**src/rtl/spm_1p_rsp_adapter_if.sv**
```systemverilog
// Request, response and memory-side signals of the single-port SPM response adapter.
// Signal directions are named from the adapter's point of view.
interface spm_1p_rsp_adapter_if #(
  parameter int unsigned AddrWidth = 10,
  parameter int unsigned DataWidth = 128,
  parameter int unsigned BeWidth   = 16
) ();
  logic                 req_valid_i;
  logic                 req_ready_o;
  logic                 req_we_i;
  logic [AddrWidth-1:0] req_addr_i;
  logic [DataWidth-1:0] req_wdata_i;
  logic [BeWidth-1:0]   req_be_i;
  logic                 rsp_valid_o;
  logic                 rsp_ready_i;
  logic [DataWidth-1:0] rsp_rdata_o;
  logic                 mem_req_o;
  logic                 mem_we_o;
  logic [AddrWidth-1:0] mem_addr_o;
  logic [DataWidth-1:0] mem_wdata_o;
  logic [BeWidth-1:0]   mem_be_o;
  logic [DataWidth-1:0] mem_rdata_i;
  logic                 busy_o;

  modport slave (
    input  req_valid_i, req_we_i, req_addr_i, req_wdata_i, req_be_i,
    input  rsp_ready_i, mem_rdata_i,
    output req_ready_o, rsp_valid_o, rsp_rdata_o,
    output mem_req_o, mem_we_o, mem_addr_o, mem_wdata_o, mem_be_o, busy_o
  );

  modport master (
    output req_valid_i, req_we_i, req_addr_i, req_wdata_i, req_be_i,
    output rsp_ready_i, mem_rdata_i,
    input  req_ready_o, rsp_valid_o, rsp_rdata_o,
    input  mem_req_o, mem_we_o, mem_addr_o, mem_wdata_o, mem_be_o, busy_o
  );
endinterface

```
**src/rtl/spm_1p_rsp_adapter.sv**
```systemverilog
// Valid/ready front-end for a 1-cycle-latency single-port SPM. Reads are admitted only
// when a response FIFO slot is guaranteed, so the response consumer may stall freely.
module spm_1p_rsp_adapter #(
  parameter int unsigned  NumWords  = 1024,
  parameter int unsigned  DataWidth = 128,
  parameter int unsigned  ByteWidth = 8,
  parameter int unsigned  RspDepth  = 3,
  localparam int unsigned AddrWidth = (NumWords > 1) ? $clog2(NumWords) : 1,
  localparam int unsigned BeWidth   = (DataWidth + ByteWidth - 1) / ByteWidth
) (
  input logic                 clk_i,
  input logic                 rst_i,
  spm_1p_rsp_adapter_if.slave bus
);
  localparam int unsigned PtrWidth = (RspDepth > 1) ? $clog2(RspDepth) : 1;
  localparam int unsigned CntWidth = $clog2(RspDepth + 1);
  localparam logic [PtrWidth-1:0] LastPtr = PtrWidth'(RspDepth - 1);
  localparam logic [CntWidth:0]   Credits = (CntWidth + 1)'(RspDepth);
  localparam logic [CntWidth-1:0] FullCnt = CntWidth'(RspDepth);

  logic                 inflight_q, inflight_d;
  logic [CntWidth-1:0]  count_q, count_d;
  logic [PtrWidth-1:0]  rd_ptr_q, rd_ptr_d;
  logic [PtrWidth-1:0]  wr_ptr_q, wr_ptr_d;
  logic [DataWidth-1:0] storage_q [RspDepth];

  logic ready, accept, push, pop, rsp_valid;

  function automatic logic [PtrWidth-1:0] ptr_inc(input logic [PtrWidth-1:0] p);
    return (p == LastPtr) ? '0 : p + 1'b1;
  endfunction

  // A credit is held from read accept until the response is popped.
  assign ready     = !rst_i && (({1'b0, count_q} + {{CntWidth{1'b0}}, inflight_q}) < Credits);
  assign accept    = bus.req_valid_i && ready;
  assign push      = inflight_q;
  assign rsp_valid = !rst_i && (count_q != '0);
  assign pop       = rsp_valid && bus.rsp_ready_i;

  assign bus.req_ready_o = ready;
  assign bus.mem_req_o   = accept;
  assign bus.mem_we_o    = bus.req_we_i;
  assign bus.mem_addr_o  = bus.req_addr_i;
  assign bus.mem_wdata_o = bus.req_wdata_i;
  assign bus.mem_be_o    = bus.req_be_i;
  assign bus.rsp_valid_o = rsp_valid;
  assign bus.rsp_rdata_o = rst_i ? '0 : storage_q[rd_ptr_q];
  assign bus.busy_o      = !rst_i && (inflight_q || (count_q != '0));

  always_comb begin
    inflight_d = accept && !bus.req_we_i;
    count_d    = count_q;
    rd_ptr_d   = rd_ptr_q;
    wr_ptr_d   = wr_ptr_q;
    if (push) wr_ptr_d = ptr_inc(wr_ptr_q);
    if (pop)  rd_ptr_d = ptr_inc(rd_ptr_q);
    case ({push, pop})
      2'b10:   count_d = count_q + 1'b1;
      2'b01:   count_d = count_q - 1'b1;
      default: count_d = count_q;
    endcase
  end

  always_ff @(posedge clk_i) begin
    if (rst_i) begin
      inflight_q <= 1'b0;
      count_q    <= '0;
      rd_ptr_q   <= '0;
      wr_ptr_q   <= '0;
      for (int unsigned i = 0; i < RspDepth; i++) storage_q[i] <= '0;
    end else begin
      inflight_q <= inflight_d;
      count_q    <= count_d;
      rd_ptr_q   <= rd_ptr_d;
      wr_ptr_q   <= wr_ptr_d;
      if (push) storage_q[wr_ptr_q] <= bus.mem_rdata_i;
    end
  end

  a_no_overflow : assert property (@(posedge clk_i) disable iff (rst_i)
    !(push && !pop && (count_q == FullCnt)));

endmodule

```
**src/flat_wrapper.sv**
```systemverilog
// flat-port wrapper written by rule: the top's interface ports become plain ports
module spm_1p_rsp_adapter_flat 
#(
  parameter int unsigned  NumWords  = 1024,
  parameter int unsigned  DataWidth = 128,
  parameter int unsigned  ByteWidth = 8,
  parameter int unsigned  RspDepth  = 3,
  localparam int unsigned AddrWidth = (NumWords > 1) ? $clog2(NumWords) : 1,
  localparam int unsigned BeWidth   = (DataWidth + ByteWidth - 1) / ByteWidth
)
  (clk_i, rst_i, bus_req_valid_i, bus_req_we_i, bus_req_addr_i, bus_req_wdata_i, bus_req_be_i, bus_rsp_ready_i, bus_mem_rdata_i, bus_req_ready_o, bus_rsp_valid_o, bus_rsp_rdata_o, bus_mem_req_o, bus_mem_we_o, bus_mem_addr_o, bus_mem_wdata_o, bus_mem_be_o, bus_busy_o);
  spm_1p_rsp_adapter_if #(.AddrWidth((10)), .DataWidth(DataWidth), .BeWidth((16))) bus_i ();
  input logic clk_i;
  input logic rst_i;
  input wire logic [$bits(bus_i.req_valid_i)-1:0] bus_req_valid_i;
  input wire logic [$bits(bus_i.req_we_i)-1:0] bus_req_we_i;
  input wire logic [$bits(bus_i.req_addr_i)-1:0] bus_req_addr_i;
  input wire logic [$bits(bus_i.req_wdata_i)-1:0] bus_req_wdata_i;
  input wire logic [$bits(bus_i.req_be_i)-1:0] bus_req_be_i;
  input wire logic [$bits(bus_i.rsp_ready_i)-1:0] bus_rsp_ready_i;
  input wire logic [$bits(bus_i.mem_rdata_i)-1:0] bus_mem_rdata_i;
  output wire logic [$bits(bus_i.req_ready_o)-1:0] bus_req_ready_o;
  output wire logic [$bits(bus_i.rsp_valid_o)-1:0] bus_rsp_valid_o;
  output wire logic [$bits(bus_i.rsp_rdata_o)-1:0] bus_rsp_rdata_o;
  output wire logic [$bits(bus_i.mem_req_o)-1:0] bus_mem_req_o;
  output wire logic [$bits(bus_i.mem_we_o)-1:0] bus_mem_we_o;
  output wire logic [$bits(bus_i.mem_addr_o)-1:0] bus_mem_addr_o;
  output wire logic [$bits(bus_i.mem_wdata_o)-1:0] bus_mem_wdata_o;
  output wire logic [$bits(bus_i.mem_be_o)-1:0] bus_mem_be_o;
  output wire logic [$bits(bus_i.busy_o)-1:0] bus_busy_o;
  assign bus_i.req_valid_i = bus_req_valid_i;
  assign bus_i.req_we_i = bus_req_we_i;
  assign bus_i.req_addr_i = bus_req_addr_i;
  assign bus_i.req_wdata_i = bus_req_wdata_i;
  assign bus_i.req_be_i = bus_req_be_i;
  assign bus_i.rsp_ready_i = bus_rsp_ready_i;
  assign bus_i.mem_rdata_i = bus_mem_rdata_i;
  assign bus_req_ready_o = bus_i.req_ready_o;
  assign bus_rsp_valid_o = bus_i.rsp_valid_o;
  assign bus_rsp_rdata_o = bus_i.rsp_rdata_o;
  assign bus_mem_req_o = bus_i.mem_req_o;
  assign bus_mem_we_o = bus_i.mem_we_o;
  assign bus_mem_addr_o = bus_i.mem_addr_o;
  assign bus_mem_wdata_o = bus_i.mem_wdata_o;
  assign bus_mem_be_o = bus_i.mem_be_o;
  assign bus_busy_o = bus_i.busy_o;
  spm_1p_rsp_adapter #(.NumWords(NumWords), .DataWidth(DataWidth), .ByteWidth(ByteWidth), .RspDepth(RspDepth)) u_core (.clk_i(clk_i), .rst_i(rst_i), .bus(bus_i));
endmodule
```
**config.mk**
```make
export PLATFORM = sky130hd
export DESIGN_NAME = spm_1p_rsp_adapter_flat
export DESIGN_NICKNAME = d
export VERILOG_FILES = /design/src/rtl/spm_1p_rsp_adapter_if.sv /design/src/rtl/spm_1p_rsp_adapter.sv /design/src/flat_wrapper.sv
export SDC_FILE = /design/constraint.sdc
export NUM_CORES = 1
export LEC_CHECK = 0
export ABC_AREA = 1
export BUFFER_PORTS_ARGS = -buffer_cell sky130_fd_sc_hd__buf_2
export CORE_UTILIZATION = 29
export DETAILED_ROUTE_END_ITERATION = 12
export GPL_TIMING_DRIVEN = 0
export HOLD_SLACK_MARGIN = 0.06
export PLACE_DENSITY = 0.46
export SLEW_MARGIN = 25
export SYNTH_ARGS = -nofsm -noshare
export SYNTH_HDL_FRONTEND = slang
export SYNTH_SLANG_ARGS = --single-unit
export TNS_END_PERCENT = 1
```
**constraint.sdc**
```tcl
create_clock -name clk_i -period 39.9 [get_ports clk_i]
set_input_delay 1.995 -clock clk_i [delete_from_list [all_inputs] [get_ports clk_i]]
set_output_delay 1.995 -clock clk_i [all_outputs]
set_load 0.02 [all_outputs]
```
# Word level (Yosys, flattened, before mapping)
# Memory sizes are Yosys's and may differ from the RTL's. A register that Yosys moved wholly into a read port is not among the register bits.
# Cells that the tools add are included.
# Widths: inputs -> output; s select.
[totals]
ram_bits = 384
input_bits = 287
output_inout_bits = 287
latchBits = 0
rom_bits = 0
elab_cells = 41
n_memories = 1
regBits = 7
[mem_list]
columns = ["memory", "depth", "word_bits", "read_ports", "rd_clocked_by_memory_dff", "wr", "line_no", "text"]
rows = [
  ["u_core.storage_q", 3, 128, 1, 1, 3, "spm_1p_rsp_adapter.sv:25", "logic [DataWidth-1:0] storage_q [RspDepth];"],
]
[op_classes]
n_shift = 0
muxes = 14
div = 0
multipliers = 0
eq_ne = 4
magnitude_cmp = 1
n_bitwise = 0
n_reduce_logical = 12
addsub = 5
[op_table]
columns = ["operator", "n"]
rows = [
  ["$mux 128", 2],
  ["$reduce_or 128->1", 1],
  ["$mux 2", 5],
  ["$add 2x1->2 const B", 3],
  ["$eq 2x2->1 const B", 3],
  ["$logic_and 1x1->1", 6],
  ["$mux 1", 6],
  ["$pmux 2 s2", 1],
  ["$reduce_bool 2->1", 2],
  ["$add 2x1->3", 1],
  ["$lt 3x2->1 const B", 1],
  ["$eq 2x1->1 const B", 1],
  ["$logic_not 1->1", 2],
  ["$sub 2x1->2 const B", 1],
  ["$logic_or 1x1->1", 1],
]

# Depth between registers and ports, before layout
[logic_depth]
depth_word = 5
depth_mapped = 9
depth_no_buf = 9

# Worst setup path after synthesis
# OpenSTA, ideal clock, no wires.
[synth_path]
path_type = "input -> register"
from = "input rst_i"
to = "memory u_core.storage_q[3][0], enable pin"
t_arrival_ps = 14634
setup_time_ps = 930
t_required_ps = 38970
cell_stages = 3
path_buffers = 2
path_slack_ps = 24337
path_cell_list = "buf_2 -> buf_2 -> nor4_1"
[synth_lines]
columns = ["item", "line_no", "text"]
rows = [
  ["from (decl)", "flat_wrapper.sv:14", "input logic rst_i;"],
  ["to (decl)", "spm_1p_rsp_adapter.sv:25", ""],
]

# Worst setup path in the final report
[layout_path]
from = "input rst_i"
to = "output bus_rsp_rdata_o[85]"
[layout_via]
elab_chain_len = 1
[layout_lines]
columns = ["item", "line_no", "text"]
rows = [
  ["$mux 128", "spm_1p_rsp_adapter.sv:47", "assign bus.rsp_rdata_o = rst_i ? '0 : storage_q[rd_ptr_q];"],
  ["to (decl)", "flat_wrapper.sv:24", "output wire logic [$bits(bus_i.rsp_rdata_o)-1:0] bus_rsp_rdata_o;"],
]
# No other way between the ends.

==> impl_summary.log <==
INFO  metric synthesis.yosys.warnings = 0
INFO  metric clockPowerShare = 40.7%
INFO  metric grt_first_pass_wirelength = 122000 µm
INFO  metric drcViolationCount = 0
INFO  metric reg2reg_from = u_core.inflight_q$_SDFF_PP0_
INFO  metric post_route_cells_drive_above_1_share = 25.0%
INFO  metric worst_hold_path_type = flop to flop
INFO  metric syn_avg_cell_area = 9.36 µm²
INFO  metric grt_setup_unrepaired = false
INFO  metric detailedPlace.worstSlack = 33870 ps
INFO  metric drt-initial-drc-count = 891
INFO  metric final-instance-count-excl-fill = 4388
INFO  metric gate_count_post_synth = 2663
INFO  metric timing.critical_path.arrival = 3920 ps
INFO  metric final.setup.tns = 0 ps
INFO  metric skew = 39.5 ps
INFO  metric area_growth_syn_to_layout = 23.2%
INFO  metric antenna_found_initial = 32
INFO  metric clk-insertion-delay-late = 620 ps
INFO  metric critical_path.endpoint_type = output port
INFO  metric synth.ff_latch_count = 521
INFO  metric pnr_worst_setup_slack = 33990 ps
INFO  metric placeableCoreArea = 85100 µm²
INFO  metric crit_path_max_fanout = 10
INFO  metric finalSetupViolations = 0
INFO  metric power.switching = 0.324 mW
INFO  metric post_dr_vias_cell = 4.28
INFO  metric dp.final_hpwl = 62000 µm
INFO  metric max_slew.worst_pin.slew = 716 ps
INFO  metric clock_tree_from_tritoncts = built
INFO  metric final_wirelength = 86700 µm
INFO  metric clockBufferDepth = 3
INFO  metric cts_max_level = 2
INFO  metric path_clk_slew = 60 ps
INFO  metric ff2ff_setup_slack = 36980 ps
INFO  metric total_power = 1.28 mW
INFO  metric synth.area.top_cells = sky130_fd_sc_hd__edfxtp_1 62%, sky130_fd_sc_hd__nand2_1 12%, sky130_fd_sc_hd__inv_1 6.0%
INFO  metric finalWeightedCongestion = 0.780
INFO  metric irDropWorstVdd = 33.0 µV
INFO  metric floorplan.io_pins = 574
INFO  metric switching_share = 25.2%
INFO  metric worst-r2r-cell-count = 9
INFO  metric cts_sinks = 521
INFO  metric detailroute.via_count = 18759
INFO  metric worst-setup-path-type = primary input to output port
INFO  metric count_of_flip_flops_with_a_built_in_enable_after_synthesis = 512
INFO  metric wl_per_instance = 19.7 µm
INFO  metric synth_top_cells_by_count = 778 x sky130_fd_sc_hd__nand2_1, 512 x sky130_fd_sc_hd__edfxtp_1, 397 x sky130_fd_sc_hd__inv_1
INFO  metric finalHoldViolCount = 0
INFO  metric max_freq = 169 MHz
INFO  metric slew-limit-headroom = 52.3%
INFO  metric global_route.usage.total = 19.5%
INFO  metric internal_power = 0.960 mW
INFO  metric drv.max_cap_violation_count = 0
INFO  metric mappedNetlistArea = 24900 µm²
INFO  metric slew_viol_final = 0
INFO  metric post-synth-top-area-fraction = 61.7%
INFO  metric worstSetupStartpoint = rst_i
INFO  metric fin_crit = 5910 ps
INFO  metric global_route.overflow_total = 0
INFO  metric clockRootBuffer = sky130_fd_sc_hd__clkbuf_16
INFO  metric post_cts.resized_instances = 0
INFO  metric total_leakage_power = 14.4 nW
INFO  metric die_width = 295 µm
INFO  metric detail-route-antenna-nets = 0
INFO  metric critical_path.startpoint_type = primary input
INFO  metric comb_power_share = 10.9%
INFO  metric firstDrtPassIters = 5
INFO  metric dp_cells = 4264
INFO  metric cts_buffers = 59
INFO  metric dieArea = 87100 µm²
INFO  metric synth_largest_area_cell = sky130_fd_sc_hd__edfxtp_1
INFO  metric synth_cell_types = 22
INFO  metric min_path_cells = 2
INFO  metric placementRows = 107
INFO  metric cts_hold_buffers = 0
INFO  metric setup_bufs_post_cts = 0
INFO  metric timing.final.crit_share = 14.8%
INFO  metric floorplan.die.height = 295 µm
INFO  metric reg2reg_to = u_core.storage_q[3][61]$_DFFE_PP_
INFO  metric power.sequential.fraction = 48.4%
INFO  metric synth_sequential_area_ratio = 62.4%
INFO  metric synth_ff_type = sky130_fd_sc_hd__edfxtp_1
INFO  metric initial_core_util = 29.3%
INFO  metric worst_hold_startpoint = u_core.rd_ptr_q[0]$_SDFFE_PP0N_
INFO  metric pin_count_of_the_biggest_net_entering_global_routing = 42
INFO  metric postSynth.asyncResetShare = 0%
INFO  metric synth_most_common_cell = sky130_fd_sc_hd__nand2_1
INFO  metric required = 37900 ps
INFO  metric run_status = completed
INFO  metric postSynthNetCount = 2953
INFO  metric powerDensity = 41.8 nW/µm²
INFO  metric via_count_of_the_first_global_routing_pass = 18044
INFO  metric finish.net_count = 3471
INFO  metric number_of_buffer_cells_added_on_primary_ports = 418
## per-layer routing
metal / share of wire, % / vias up / wire [µm] / global-route usage, %
li1: - / 9233 / - / -
met1: 40 / 8853 / 34300 / 22.9
met2: 51 / 520 / 44600 / 34.1
met3: 5.4 / 137 / 4670 / 4.04
met4: 3.5 / 16 / 3040 / 9.05
met5: 0.13 / - / 116 / 0
## registers in the layout (all words and copies together), names as in the netlist, named ones only
| name | cells |
|---|---|
| u_core.storage_q | 512 |
| u_core.inflight_q | 1 |
| u_core.count_q | 2 |
| u_core.wr_ptr_q | 2 |
| u_core.rd_ptr_q | 2 |
## area by class of cell
cell class / instances / area [µm²]
inverters: 399 / 1500
clock inverters: 30 / 267
multi-input cells: 1446 / 5860
plain buffers: 297 / 2050
diodes: 18 / 45.0
fillers: 8744 / 54400
repair buffers: 457 / 2470
flip-flops and latches: 521 / 15600
clock buffers: 76 / 1540
well taps: 1144 / 1430
## worst max path at each step
stage | to | slack [ps] | cells past startpoint
floorplan | u_core.storage_q[3][0]$_DFFE_PP_ | 24340 | 3
global placement | u_core.storage_q[3][61]$_DFFE_PP_ | 12150 | 3
detailed placement | bus_rsp_rdata_o[85] | 33870 | 5
CTS | bus_rsp_rdata_o[85] | 33880 | 5
global route | bus_rsp_rdata_o[83] | 33860 | 5
finish | bus_rsp_rdata_o[85] | 33990 | 5
## stage by stage
step / utilization (%) / hold slack [ps] / instance area [µm²]
2_1_floorplan: - / 466 / 24900
3_3_place_gp: 33.4 / 512 / 28500
3_5_place_dp: 33.9 / 504 / 28900
4_1_cts: 36.0 / 519 / 30700
5_1_grt: 36.1 / 541 / 30700
6_report: 36.1 / 523 / 30700
## cell families after synthesis
kind of cell	after synthesis	synth area share (%)
AND/OR/NAND/NOR	1308	20.5
buffers and inverters	696	14.2
flip-flops	521	62.4
AO/OA/AOI/OAI	134	2.71
adder cells (fa/ha/maj)	3	0.151
XOR/XNOR	1	0.0351
## worst max-delay path: stages
cell                      delay (ps)
sky130_fd_sc_hd__buf_2           320
sky130_fd_sc_hd__buf_2           540
sky130_fd_sc_hd__buf_1           550
sky130_fd_sc_hd__a21oi_1         250
sky130_fd_sc_hd__buf_2           230
## cell usage in the layout (no fill, tap or decap), drive strengths merged
master and instances:
a21oi 131, buf 725, bufinv 4, clkbuf 105, clkinv 23, clkinvlp 1, dfxtp 9, diode 18
edfxtp 512, ha 3, inv 401, nand2 778, nand3 136, nor2 391, nor3 1, nor4 1
o21ai 1, o31ai 2, or2 1, xor2 1
## power by group through the flow
stage | Clock, mW | Sequential, mW | Combinational, mW
3_3_place_gp | 0 | 0.638 | 0.139
3_5_place_dp | 0 | 0.633 | 0.143
4_1_cts | 0.538 | 0.622 | 0.143
2_1_floorplan | 0 | 0.635 | 0.0847
5_1_grt | 0.556 | 0.623 | 0.155
6_report | 0.523 | 0.622 | 0.140
Power figures use the tool's default switching activity.
